**src/rtl/data_stream_cache_pkg.sv**
```systemverilog
// data_stream_cache_pkg
//   Shared definitions for the data stream cache and its consumer (HashCore):
//   the 2-bit stream state encoding and a constant log2 helper used to size
//   counters from parameters.
package data_stream_cache_pkg;

    typedef enum logic [1:0] {
        ST_IDLE = 2'd0,
        ST_LOAD = 2'd1,
        ST_TAIL = 2'd2,
        ST_DONE = 2'd3
    } state_t;

    // Number of bits needed to represent values 0 .. value-1 (minimum 1).
    // Call with N+1 to get a width able to hold the value N itself.
    function automatic int clog2(input int value);
        int v;
        int r;
        v = value - 1;
        r = 0;
        while (v > 0) begin
            r = r + 1;
            v = v >> 1;
        end
        if (r == 0) begin
            r = 1;
        end
        return r;
    endfunction

endpackage

```
**src/rtl/data_stream_cache_if.sv**
```systemverilog
// data_stream_cache_if
//   Bundles the stream-side signals of the cache.
//
//   Handshake rules (both directions):
//     - Push: a word is transferred on a rising edge where in_valid and
//       in_ready are both high. in_ready never depends on in_valid.
//     - Pop: a word is removed on a rising edge where DataRequest is high and
//       the cache holds at least one word in LOAD/TAIL. CacheEnough is only
//       advisory; the popped word appears on DataStream one cycle later and
//       holds until the next pop. A DataRequest that cannot be served sets
//       the sticky underflow flag instead.
//
//   Signals:
//     start        producer -> cache  one-cycle pulse, begins a new stream
//     in_valid     producer -> cache  upstream word valid
//     in_data      producer -> cache  upstream word
//     in_ready     cache -> producer  cache accepts a word this cycle
//     DataRequest  consumer -> cache  pop one word this cycle
//     CacheEnough  cache -> consumer  a pop is allowed
//     DataStream   cache -> consumer  popped word (registered)
//     level        cache -> consumer  number of words held
//     stream_done  cache -> consumer  whole stream has been popped
//     underflow    cache -> consumer  sticky, pop seen while nothing to pop
interface data_stream_cache_if #(
    parameter int DATA_INDEX_WIDTH = 32,
    parameter int CACHE_DEPTH_BIT  = 4
);
    logic                        start;
    logic                        in_valid;
    logic [DATA_INDEX_WIDTH-1:0] in_data;
    logic                        in_ready;
    logic                        DataRequest;
    logic                        CacheEnough;
    logic [DATA_INDEX_WIDTH-1:0] DataStream;
    logic [CACHE_DEPTH_BIT:0]    level;
    logic                        stream_done;
    logic                        underflow;

    // Driving side (producer and consumer of the stream).
    modport master (
        output start, in_valid, in_data, DataRequest,
        input  in_ready, CacheEnough, DataStream, level, stream_done, underflow
    );

    // Cache side.
    modport slave (
        input  start, in_valid, in_data, DataRequest,
        output in_ready, CacheEnough, DataStream, level, stream_done, underflow
    );
endinterface

```
**src/rtl/cache_dpram.sv**
```systemverilog
// cache_dpram
//   Simple dual-port RAM: one synchronous write port and one read port with a
//   registered output. The output register is reset to 0 and only loads on
//   re_i, so it holds the last word read otherwise. Array contents are not
//   reset.
//
//   Ports:
//     clk      clock
//     rst      synchronous active-high reset (output register only)
//     we_i     write enable
//     waddr_i  write address
//     wdata_i  write data
//     re_i     read enable
//     raddr_i  read address
//     rdata_o  registered read data
module cache_dpram #(
    parameter int DATA_W = 32,
    parameter int ADDR_W = 4
) (
    input  logic              clk,
    input  logic              rst,
    input  logic              we_i,
    input  logic [ADDR_W-1:0] waddr_i,
    input  logic [DATA_W-1:0] wdata_i,
    input  logic              re_i,
    input  logic [ADDR_W-1:0] raddr_i,
    output logic [DATA_W-1:0] rdata_o
);
    localparam int DEPTH = 1 << ADDR_W;

    logic [DATA_W-1:0] mem_q [DEPTH];
    logic [DATA_W-1:0] rdata_q;

    always_ff @(posedge clk) begin
        if (we_i) begin
            mem_q[waddr_i] <= wdata_i;
        end
    end

    always_ff @(posedge clk) begin
        if (rst) begin
            rdata_q <= '0;
        end else if (re_i) begin
            rdata_q <= mem_q[raddr_i];
        end
    end

    assign rdata_o = rdata_q;
endmodule

```
**src/rtl/data_stream_cache.sv**
```systemverilog
// data_stream_cache
//   Small FIFO cache between an upstream word source and HashCore. A stream
//   of LENGTH_ARRAY words is accepted in LOAD; once all of them have been
//   accepted the cache drains in TAIL, and DONE is reached when all of them
//   have been popped. A new start pulse in IDLE or DONE begins the next
//   stream.
//
//   Ports:
//     clk        clock, rising edge
//     rst        synchronous active-high reset
//     stream_if  stream handshake bundle (slave side)
//     state_o    current stream state, for observation
module data_stream_cache
    import data_stream_cache_pkg::*;
#(
    parameter int LENGTH_ARRAY     = 100,
    parameter int DATA_INDEX_WIDTH = 32,
    parameter int CACHE_DEPTH_BIT  = 4,
    parameter int THRESHOLD        = 4
) (
    input  logic                 clk,
    input  logic                 rst,
    data_stream_cache_if.slave   stream_if,
    output state_t               state_o
);
    localparam int CNT_W = clog2(LENGTH_ARRAY + 1);
    localparam int LVL_W = CACHE_DEPTH_BIT + 1;

    localparam logic [LVL_W-1:0] LVL_FULL = {1'b1, {CACHE_DEPTH_BIT{1'b0}}};
    localparam logic [LVL_W-1:0] LVL_THR  = LVL_W'(THRESHOLD);
    localparam logic [LVL_W-1:0] LVL_ONE  = LVL_W'(1);
    localparam logic [CNT_W-1:0] LEN_C    = CNT_W'(LENGTH_ARRAY);
    localparam logic [CNT_W-1:0] CNT_ONE  = CNT_W'(1);
    localparam logic [CACHE_DEPTH_BIT-1:0] PTR_ONE = CACHE_DEPTH_BIT'(1);

    state_t                     state_q,     state_d;
    logic [CACHE_DEPTH_BIT-1:0] wr_ptr_q,    wr_ptr_d;
    logic [CACHE_DEPTH_BIT-1:0] rd_ptr_q,    rd_ptr_d;
    logic [LVL_W-1:0]           level_q,     level_d;
    logic [CNT_W-1:0]           in_cnt_q,    in_cnt_d;
    logic [CNT_W-1:0]           out_cnt_q,   out_cnt_d;
    logic                       underflow_q, underflow_d;

    logic                        active;
    logic                        in_ready;
    logic                        push;
    logic                        pop;
    logic [DATA_INDEX_WIDTH-1:0] rdata;

    assign active   = (state_q == ST_LOAD) || (state_q == ST_TAIL);
    assign in_ready = (state_q == ST_LOAD) && (level_q < LVL_FULL);
    assign push     = stream_if.in_valid && in_ready;
    // Pops are allowed below THRESHOLD in LOAD; CacheEnough is only a hint.
    assign pop      = stream_if.DataRequest && active && (level_q != '0);

    always_comb begin
        state_d     = state_q;
        wr_ptr_d    = wr_ptr_q;
        rd_ptr_d    = rd_ptr_q;
        level_d     = level_q;
        in_cnt_d    = in_cnt_q;
        out_cnt_d   = out_cnt_q;
        underflow_d = underflow_q;

        case (state_q)
            ST_IDLE, ST_DONE: begin
                if (stream_if.start) begin
                    state_d     = ST_LOAD;
                    wr_ptr_d    = '0;
                    rd_ptr_d    = '0;
                    level_d     = '0;
                    in_cnt_d    = '0;
                    out_cnt_d   = '0;
                    underflow_d = 1'b0;
                end else if (stream_if.DataRequest) begin
                    underflow_d = 1'b1;
                end
            end
            default: begin
                // LOAD or TAIL; start is ignored here.
                if (stream_if.DataRequest && !pop) begin
                    underflow_d = 1'b1;
                end
                if (push) begin
                    wr_ptr_d = wr_ptr_q + PTR_ONE;
                    if (in_cnt_q != LEN_C) begin
                        in_cnt_d = in_cnt_q + CNT_ONE;
                    end
                end
                if (pop) begin
                    rd_ptr_d = rd_ptr_q + PTR_ONE;
                    if (out_cnt_q != LEN_C) begin
                        out_cnt_d = out_cnt_q + CNT_ONE;
                    end
                end
                case ({push, pop})
                    2'b10:   level_d = level_q + LVL_ONE;
                    2'b01:   level_d = level_q - LVL_ONE;
                    default: level_d = level_q;
                endcase
                // Pops never outrun pushes, so the popped count can only
                // reach the stream length after LOAD has moved to TAIL.
                if ((state_q == ST_LOAD) && (in_cnt_d == LEN_C)) begin
                    state_d = ST_TAIL;
                end else if ((state_q == ST_TAIL) && (out_cnt_d == LEN_C)) begin
                    state_d = ST_DONE;
                end
            end
        endcase
    end

    always_ff @(posedge clk) begin
        if (rst) begin
            state_q     <= ST_IDLE;
            wr_ptr_q    <= '0;
            rd_ptr_q    <= '0;
            level_q     <= '0;
            in_cnt_q    <= '0;
            out_cnt_q   <= '0;
            underflow_q <= 1'b0;
        end else begin
            state_q     <= state_d;
            wr_ptr_q    <= wr_ptr_d;
            rd_ptr_q    <= rd_ptr_d;
            level_q     <= level_d;
            in_cnt_q    <= in_cnt_d;
            out_cnt_q   <= out_cnt_d;
            underflow_q <= underflow_d;
        end
    end

    cache_dpram #(
        .DATA_W (DATA_INDEX_WIDTH),
        .ADDR_W (CACHE_DEPTH_BIT)
    ) u_cache_dpram (
        .clk     (clk),
        .rst     (rst),
        .we_i    (push),
        .waddr_i (wr_ptr_q),
        .wdata_i (stream_if.in_data),
        .re_i    (pop),
        .raddr_i (rd_ptr_q),
        .rdata_o (rdata)
    );

    assign stream_if.in_ready    = in_ready;
    assign stream_if.CacheEnough = ((state_q == ST_LOAD) && (level_q >= LVL_THR)) ||
                                   ((state_q == ST_TAIL) && (level_q != '0));
    assign stream_if.DataStream  = rdata;
    assign stream_if.level       = level_q;
    assign stream_if.stream_done = (state_q == ST_DONE);
    assign stream_if.underflow   = underflow_q;
    assign state_o               = state_q;
endmodule

```
**src/flat_wrapper.sv**
```systemverilog
// flat-port wrapper written by rule: the top's interface ports become plain ports
module data_stream_cache_flat import data_stream_cache_pkg::*;
#(
    parameter int LENGTH_ARRAY     = 100,
    parameter int DATA_INDEX_WIDTH = 32,
    parameter int CACHE_DEPTH_BIT  = 4,
    parameter int THRESHOLD        = 4
)
  (clk, rst, state_o, stream_if_start, stream_if_in_valid, stream_if_in_data, stream_if_DataRequest, stream_if_in_ready, stream_if_CacheEnough, stream_if_DataStream, stream_if_level, stream_if_stream_done, stream_if_underflow);
  data_stream_cache_if #(.DATA_INDEX_WIDTH(DATA_INDEX_WIDTH), .CACHE_DEPTH_BIT(CACHE_DEPTH_BIT)) stream_if_i ();
  input  logic clk;
  input  logic rst;
  output state_t state_o;
  input wire logic [$bits(stream_if_i.start)-1:0] stream_if_start;
  input wire logic [$bits(stream_if_i.in_valid)-1:0] stream_if_in_valid;
  input wire logic [$bits(stream_if_i.in_data)-1:0] stream_if_in_data;
  input wire logic [$bits(stream_if_i.DataRequest)-1:0] stream_if_DataRequest;
  output wire logic [$bits(stream_if_i.in_ready)-1:0] stream_if_in_ready;
  output wire logic [$bits(stream_if_i.CacheEnough)-1:0] stream_if_CacheEnough;
  output wire logic [$bits(stream_if_i.DataStream)-1:0] stream_if_DataStream;
  output wire logic [$bits(stream_if_i.level)-1:0] stream_if_level;
  output wire logic [$bits(stream_if_i.stream_done)-1:0] stream_if_stream_done;
  output wire logic [$bits(stream_if_i.underflow)-1:0] stream_if_underflow;
  assign stream_if_i.start = stream_if_start;
  assign stream_if_i.in_valid = stream_if_in_valid;
  assign stream_if_i.in_data = stream_if_in_data;
  assign stream_if_i.DataRequest = stream_if_DataRequest;
  assign stream_if_in_ready = stream_if_i.in_ready;
  assign stream_if_CacheEnough = stream_if_i.CacheEnough;
  assign stream_if_DataStream = stream_if_i.DataStream;
  assign stream_if_level = stream_if_i.level;
  assign stream_if_stream_done = stream_if_i.stream_done;
  assign stream_if_underflow = stream_if_i.underflow;
  data_stream_cache #(.LENGTH_ARRAY(LENGTH_ARRAY), .DATA_INDEX_WIDTH(DATA_INDEX_WIDTH), .CACHE_DEPTH_BIT(CACHE_DEPTH_BIT), .THRESHOLD(THRESHOLD)) u_core (.clk(clk), .rst(rst), .stream_if(stream_if_i), .state_o(state_o));
endmodule
```
**config.mk**
```make
export PLATFORM = sky130hd
export DESIGN_NAME = data_stream_cache_flat
export DESIGN_NICKNAME = d
export VERILOG_FILES = /design/src/rtl/data_stream_cache_pkg.sv /design/src/rtl/data_stream_cache_if.sv /design/src/rtl/cache_dpram.sv /design/src/rtl/data_stream_cache.sv /design/src/flat_wrapper.sv
export SDC_FILE = /design/constraint.sdc
export NUM_CORES = 1
export LEC_CHECK = 0
export ABC_CLOCK_PERIOD_IN_PS = 3900
export BUFFER_PORTS_ARGS = -buffer_cell sky130_fd_sc_hd__buf_2
export CAP_MARGIN = 20
export CORE_ASPECT_RATIO = 1.1
export CORE_UTILIZATION = 35
export CTS_BUF_LIST = sky130_fd_sc_hd__clkbuf_16
export DETAILED_ROUTE_END_ITERATION = 12
export PLACE_DENSITY = 0.62
export SYNTH_ARGS = -nofsm -noshare
export SYNTH_HDL_FRONTEND = slang
export SYNTH_HIERARCHICAL = 1
export SYNTH_SLANG_ARGS = --single-unit
```
**constraint.sdc**
```tcl
create_clock -name clk -period 3.9 [get_ports clk]
set_clock_uncertainty 0.1 [all_clocks]
set_input_delay 0.39 -clock clk [delete_from_list [all_inputs] [get_ports clk]]
set_output_delay 0.39 -clock clk [all_outputs]
set_load 0.02 [all_outputs]
```
# Word level (Yosys, flattened, before mapping)
# Memory sizes are Yosys's and may differ from the RTL's. A register that Yosys moved wholly into a read port is not among the register bits.
# Index checks and enable logic that the tools add are counted.
classes:
  n_addsub: 6
  magnitude_cmp: 2
  eq_ne: 11
  n_mux: 27
  reduce_logical: 25
op_table:
  columns: ["operator", "count"]
  rows:
  - ["7-bit two-way mux", 9]
  - ["4-bit two-way mux", 5]
  - ["7-bit by 1-bit adder with 7-bit output (second input constant)", 2]
  - ["7-bit equality test (second input constant)", 2]
  - ["7-bit inequality test (second input constant)", 2]
  - ["5-bit two-way mux", 2]
  - ["5-bit case mux with 2 select lines", 1]
  - ["2-bit AND reduction", 5]
  - ["1-bit logical AND", 9]
  - ["4-bit by 1-bit adder with 4-bit output (second input constant)", 2]
  - ["2-bit two-way mux", 4]
  - ["2-bit equality test (second input constant)", 3]
  - ["1-bit two-way mux", 6]
  - ["2-bit nonzero test", 3]
  - ["3-bit nonzero test", 2]
  - ["5-bit by 1-bit adder with 5-bit output (second input constant)", 1]
  - ["5-bit by 3-bit greater-or-equal comparator with 1-bit output (second input constant)", 1]
  - ["5-bit less-than comparator (second input constant)", 1]
  - ["5-bit nonzero test", 1]
  - ["5-bit by 1-bit subtractor with 5-bit output (second input constant)", 1]
  - ["2-bit by 1-bit equality test with 1-bit output (second input constant)", 2]
  - ["3-bit inequality test (second input constant)", 1]
  - ["2-bit logical NOT", 1]
  - ["1-bit logical OR", 2]
  - ["other kinds (3)", 3]
totals:
  ff_bits: 30
  ram_bits: 512
  inputBits: 37
  output_inout_bits: 43
  elab_cells: 79
  mem_count: 1
memory_table:
  columns: ["name", "words", "word_bits", "read_ports", "rd_clocked_by_memory_dff", "wr", "line_no", "rtl"]
  rows:
  - ["u_core.u_cache_dpram.mem_q", 16, 32, 1, 1, 1, "cache_dpram.sv:31", "logic [DATA_W-1:0] mem_q [DEPTH];"]

# Logic depth before layout (Yosys ltp)
logic_depth:
  ltp_word: 11
  mapped_depth: 13
  depth_no_buf: 12

# Modules after synthesis
# The synthesis kept the hierarchy.
modules_own_cells:
  columns: ["module", "n_inst", "cells_per_inst", "area_per_inst_um2", "seq_area_each_um2"]
  rows:
  - ["cache_dpram", 1, 1216, 20948.8, 16015.4]
  - ["data_stream_cache", 1, 254, 1976.9, 600.6]

# Worst setup path before layout
# No wires, ideal clock.
synth_path:
  path_kind: "reg-to-reg"
  from: "register u_core.state_q[0] (netlist: u_core/state_o[0])"
  to: "memory u_core.u_cache_dpram.mem_q[0][0], enable pin"
  setup_ps: 461
  arrival_time_ps: 3705
  required_ps: 3339
  setup_slack_ps: -366
  stages_incl_launch_ff: 6
  n_path_buf: 0
  period_less_slack_ps: 4266
  path_cell_list: "dfxtp_1 ha_1 nand3b_4 inv_4 or3b_2 nor3_1"
synth_between:
  elab_chain_len: 5
synth_rtl:
  columns: ["item", "line_no", "rtl"]
  rows:
  - ["start, declared", "data_stream_cache.sv:36", "state_t state_q, state_d;"]
  - ["start signal, assigned", "data_stream_cache.sv:122", "state_q <= state_d;"]
  - ["2-bit by 1-bit equality test with 1-bit output", "data_stream_cache.sv:51", "assign in_ready = (state_q == ST_LOAD) && (level_q < LVL_FULL);"]
  - ["1-bit logical AND", "data_stream_cache.sv:51", null]
  - ["1-bit logical AND", "data_stream_cache.sv:52", "assign push = stream_if.in_valid && in_ready;"]
  - ["net u_core.push", "data_stream_cache.sv:46", "logic push;"]
  - ["1-bit two-way mux", "cache_dpram.sv:35", "if (we_i) begin"]
  - ["1-bit two-way mux (not written as such)", "cache_dpram.sv:36", "mem_q[waddr_i] <= wdata_i;"]
  - ["end, declared", "cache_dpram.sv:31", null]
# The timed path passes the listed nets, and every way through them passes these cells.

# Worst setup path after layout
layout_path:
  from: "register u_core.state_q[1] (netlist: u_core/state_o[1])"
  to: "register u_core.level_q[4] (netlist: u_core/stream_if.level[4])"
layout_between:
  word_cells_on_any_way: 17
  cone_classes: "6 x eq/ne; 2 x mux; 9 x reduce/logical"
layout_rtl:
  columns: ["item", "line_no", "rtl"]
  rows:
  - ["2-bit by 1-bit equality test with 1-bit output (*)", "data_stream_cache.sv:51", null]
  - ["1-bit logical AND (*)", "data_stream_cache.sv:51", null]
  - ["1-bit logical AND (*)", "data_stream_cache.sv:52", null]
  - ["net u_core.push", "data_stream_cache.sv:46", null]
  - ["2-bit by 1-bit equality test with 1-bit output / 2-bit equality test (equally long branches)", "data_stream_cache.sv:96", "case ({push, pop})"]
  - ["5-bit case mux with 2 select lines / 3-bit nonzero test (equally long branches)", null, null]
  - ["5-bit two-way mux / 2-bit AND reduction (equally long branches)", null, null]
  - ["end signal, assigned", "data_stream_cache.sv:125", "level_q <= level_d;"]
  - ["end, declared", "data_stream_cache.sv:39", "logic [LVL_W-1:0] level_q, level_d;"]
# Mark *: on every way through the listed nets, which the timed path passes. The rest lies on a longest branch.
# A chain may end at the register's enable or synchronous reset.

==> results.toml <==
[power_and_ir_drop]
p_comb_share_pct = 1.7
max-vdd-ir-drop_v = 0.000314
power.switching_mw = 2.45
leakage_nw = 8.28
p_clk_share_pct = 43.3
total_power_mw = 12.2
p_per_area_nw_per_um2 = 465
p_int_mw = 9.76
seqPwrFrac_pct = 54.9
swShare_pct = 20.1

[worst_setup_path]
worst-path-buf-inv = 2
r2r_start = "u_core/state_o[1]$_SDFFE_PP0P_"
crit_chain = "inv_1 -> ha_1 -> nand3b_4 -> inv_4 -> a211oi_4 -> xor2_1 -> ha_1 -> or2_2 -> a21oi_1 -> o21bai_1 -> or4_1 -> nand3_1"
critical_path.startpoint = "u_core/state_o[1]$_SDFFE_PP0P_"
cp.required_ps = 4340
cp-start-kind = "flop"
worst_path_max_delay_cell = "or4_1"
crit_fanout = 13
worst_r2r_endpoint = "u_core/stream_if.level[4]$_SDFFE_PP0P_"
cp_slowest_stage_delay_ps = 480
arrival_ps = 3580
critical-path-top-delay-family = "simple AND/OR/NAND/NOR gates"
path_class = "reg -> reg"
crit_top_cell = "ha_1"
endpoint_kind = "flop"
r2r_slack_ps = 760
worstRegToRegCells = 12

[yosys]
postSynthAreaPerCell_sq_um = 15.6
yosysWarnings = 6
synth.net_count = 1518
yosysSeqAreaShare_pct = 72.5
ys_ff_latch = 574
synth_edf_count = 512
synth-async-reset-ratio_pct = 0
synth_flop_cell = "edfxtp_1"
netlist_instances = 1470
synth_cell_type_count = 60
netlist_area_sq_um = 22900

[detailed_routing]
wl_met2_mm = 25.8
top_layer = "met4"
met1_length_mm = 22.6
drtAntennaViolNets = 0
wl_per_cell_um = 21.1
dr_wl_met3_mm = 2.64
drc = 0
vias = 12800
drtPass1Iterations = 5
routed_wl_mm = 52.0
initialDrtViolationCount = 832
vias_per_cell = 5.18

[clocking]
clk-insertion-delay-late_ps = 620
root_buffer = "clkbuf_16"
cts_tree = "built"
clock_path_buffers = 3
post_cts_buffers = 0
cts_hold_buffers = 0
clkSinkCount = 574
post_cts_resize_count = 0
cts_htree_levels = 2
numCtsBuffers = 56
clk_pin_slew_worst_paths_ps = 70

[place]
gp_congestion = 0.773
port_buffers = 79
dp_hpwl_mm = 29.4

[floorplan]
die_height_um = 270
ios = 80
core_sq_um = 64900
std_cell_rows = 98
initial_core_util_pct = 35.3
chipWidth_um = 246
dieArea_sq_um = 66500

[job]
cap_violations = 0

[grt]
grt_max_degree = 65
track_usage_pct = 15.5
antenna_found_initial = 0
grt_pass1_wl_mm = 78.7
grt_pass1_vias = 12900
overflow = 0

[timing]
worst_pin_slew_ps = 1030
max_freq_ghz = 0.318
period_needed_ps = 3140
post-route-period-util_pct = 80.6
slew-limit-headroom_pct = 31.4
hold_viol_final = 0
setup_viol = 0
drv_slew = 0
grt_setup_unrepaired = "false"
finalSetupTns_ps = 0

[outcome]
status = "complete, no violations"

[finish]
syn_to_final_growth_pct = 14.5
drive_gt1_share_pct = 15.3
fin_nets = 1620

[min_path]
worstHoldEndpoint = "u_core/u_cache_dpram/mem_q[5][30]$_DFFE_PP_"
hold_path_depth = 1
hold_class = "in -> reg"
hp-start = "stream_if_in_data[30]"
==> cell usage in the layout (no fill, tap or decap), types with 5 or more instances in the layout <==
| master | count |
|---|---|
| edfxtp_1 | 512 |
| mux2i_1 | 258 |
| nand2_1 | 119 |
| nand3_1 | 106 |
| buf_2 | 79 |
| a21oi_1 | 75 |
| a22oi_1 | 69 |
| dfxtp_1 | 61 |
| clkbuf_16 | 56 |
| nor2_1 | 38 |
| buf_4 | 32 |
| inv_1 | 21 |
| o21ai_0 | 17 |
| nor2_4 | 14 |
| clkinv_1 | 12 |
| ha_1 | 11 |
| a21oi_2 | 10 |
| buf_12 | 10 |
| clkinv_2 | 8 |
| nand2b_1 | 8 |
| nor4_1 | 7 |
| bufinv_16 | 6 |
| nor3_4 | 5 |
==> synthesized netlist by cell type (5+ instances only) <==
library cell,count,area [sq um]
a21oi_2,10,87.6
nor3_1,8,40.0
buf_2,16,80.1
clkbuf_1,23,86.3
nor4_1,7,43.8
mux2i_1,258,2580
ha_1,11,138
nand3_1,106,531
edfxtp_1,512,15400
o21ai_0,17,85.1
dfxtp_1,62,1240
buf_6,17,191
a21oi_1,75,375
inv_1,8,30.0
nor2_1,51,191
nand2b_1,8,50.1
buf_4,10,75.1
buf_12,5,100
a22oi_1,69,518
nand2_1,119,447
==> logic make-up (layout without fill, tap and decap cells) <==
logic type                 after synthesis  count (layout)  synth area share [%]
DFF                                    574             574                  72.5
and+or+nand+nor                        327             327                  6.65
muxes                                  258             258                  11.3
AOI/OAI and AO/OA                      205             205                  6.01
buffers and inverters                   88             236                  2.73
adders and majority gates               11              11                 0.600
xor gates and xnor gates                 7               7                 0.267
other                                    0               1                     0
==> per-stage QoR <==
step / setup slack [ps] / hold WS (ps) / instance area (sq um) / util (%) / cells
floorplan: 506 / 386 / 22900 / - / 1470
global placement: 849 / 341 / 24400 / 37.6 / 2363
detailed placement: 831 / 341 / 24400 / 37.7 / 2364
CTS: 788 / 8.09 / 26300 / 40.5 / 2468
global route: 554 / 32.3 / 26300 / 40.5 / 2468
finish: 757 / 47.5 / 26300 / 40.5 / 2469
==> worst max-delay path by stage <==
stage | to | slack, ps | depth (start not counted)
3_3_place_gp | u_core/stream_if.level[4]$_SDFFE_PP0P_ | 850 | 11
5_1_grt | u_core/stream_if.level[4]$_SDFFE_PP0P_ | 550 | 12
6_report | u_core/stream_if.level[4]$_SDFFE_PP0P_ | 760 | 12
2_1_floorplan | u_core/u_cache_dpram/mem_q[1][0]$_DFFE_PP_ | 510 | 5
4_1_cts | u_core/stream_if.level[4]$_SDFFE_PP0P_ | 790 | 12
3_5_place_dp | u_core/stream_if.level[4]$_SDFFE_PP0P_ | 830 | 12
==> layer usage <==
layer  global-route usage [%]  vias up
met1                     20.1     6534
met5                        0        -
li1                         -     5879
met4                     4.09        0
met3                     3.07       74
met2                     26.4      297
==> layout make-up <==
cell class | instances | area (sq um)
Timing Repair Buffer | 122 | 863
Sequential cell | 574 | 16600
Clock inverter | 48 | 414
Tap cell | 850 | 1060
Fill cell | 5775 | 38600
Clock buffer | 56 | 1400
Inverter | 10 | 40.0
Multi-Input combinational cell | 808 | 5850
Antenna cell | 1 | 2.50
==> power groups by stage <==
stage | Sequential (mW) | Combinational, mW | Clock [mW]
2_1_floorplan | 6.85 | 0.0727 | 0
3_3_place_gp | 6.84 | 0.203 | 0
3_5_place_dp | 6.84 | 0.211 | 0
4_1_cts | 6.71 | 0.212 | 5.42
5_1_grt | 6.71 | 0.231 | 5.64
6_report | 6.71 | 0.209 | 5.30
==> flip-flops by register name, summed over array words and instances (netlist names) <==
signal,flops
u_core/wr_ptr_q,4
u_core/stream_if.level,5
u_core/rd_ptr_q,4
u_core/out_cnt_q,7
u_core/in_cnt_q,7
u_core/u_cache_dpram/rdata_o,32
u_core/u_cache_dpram/mem_q,512
u_core/state_o,2
u_core/stream_if.underflow,1
Power figures use the tool's default switching activity.
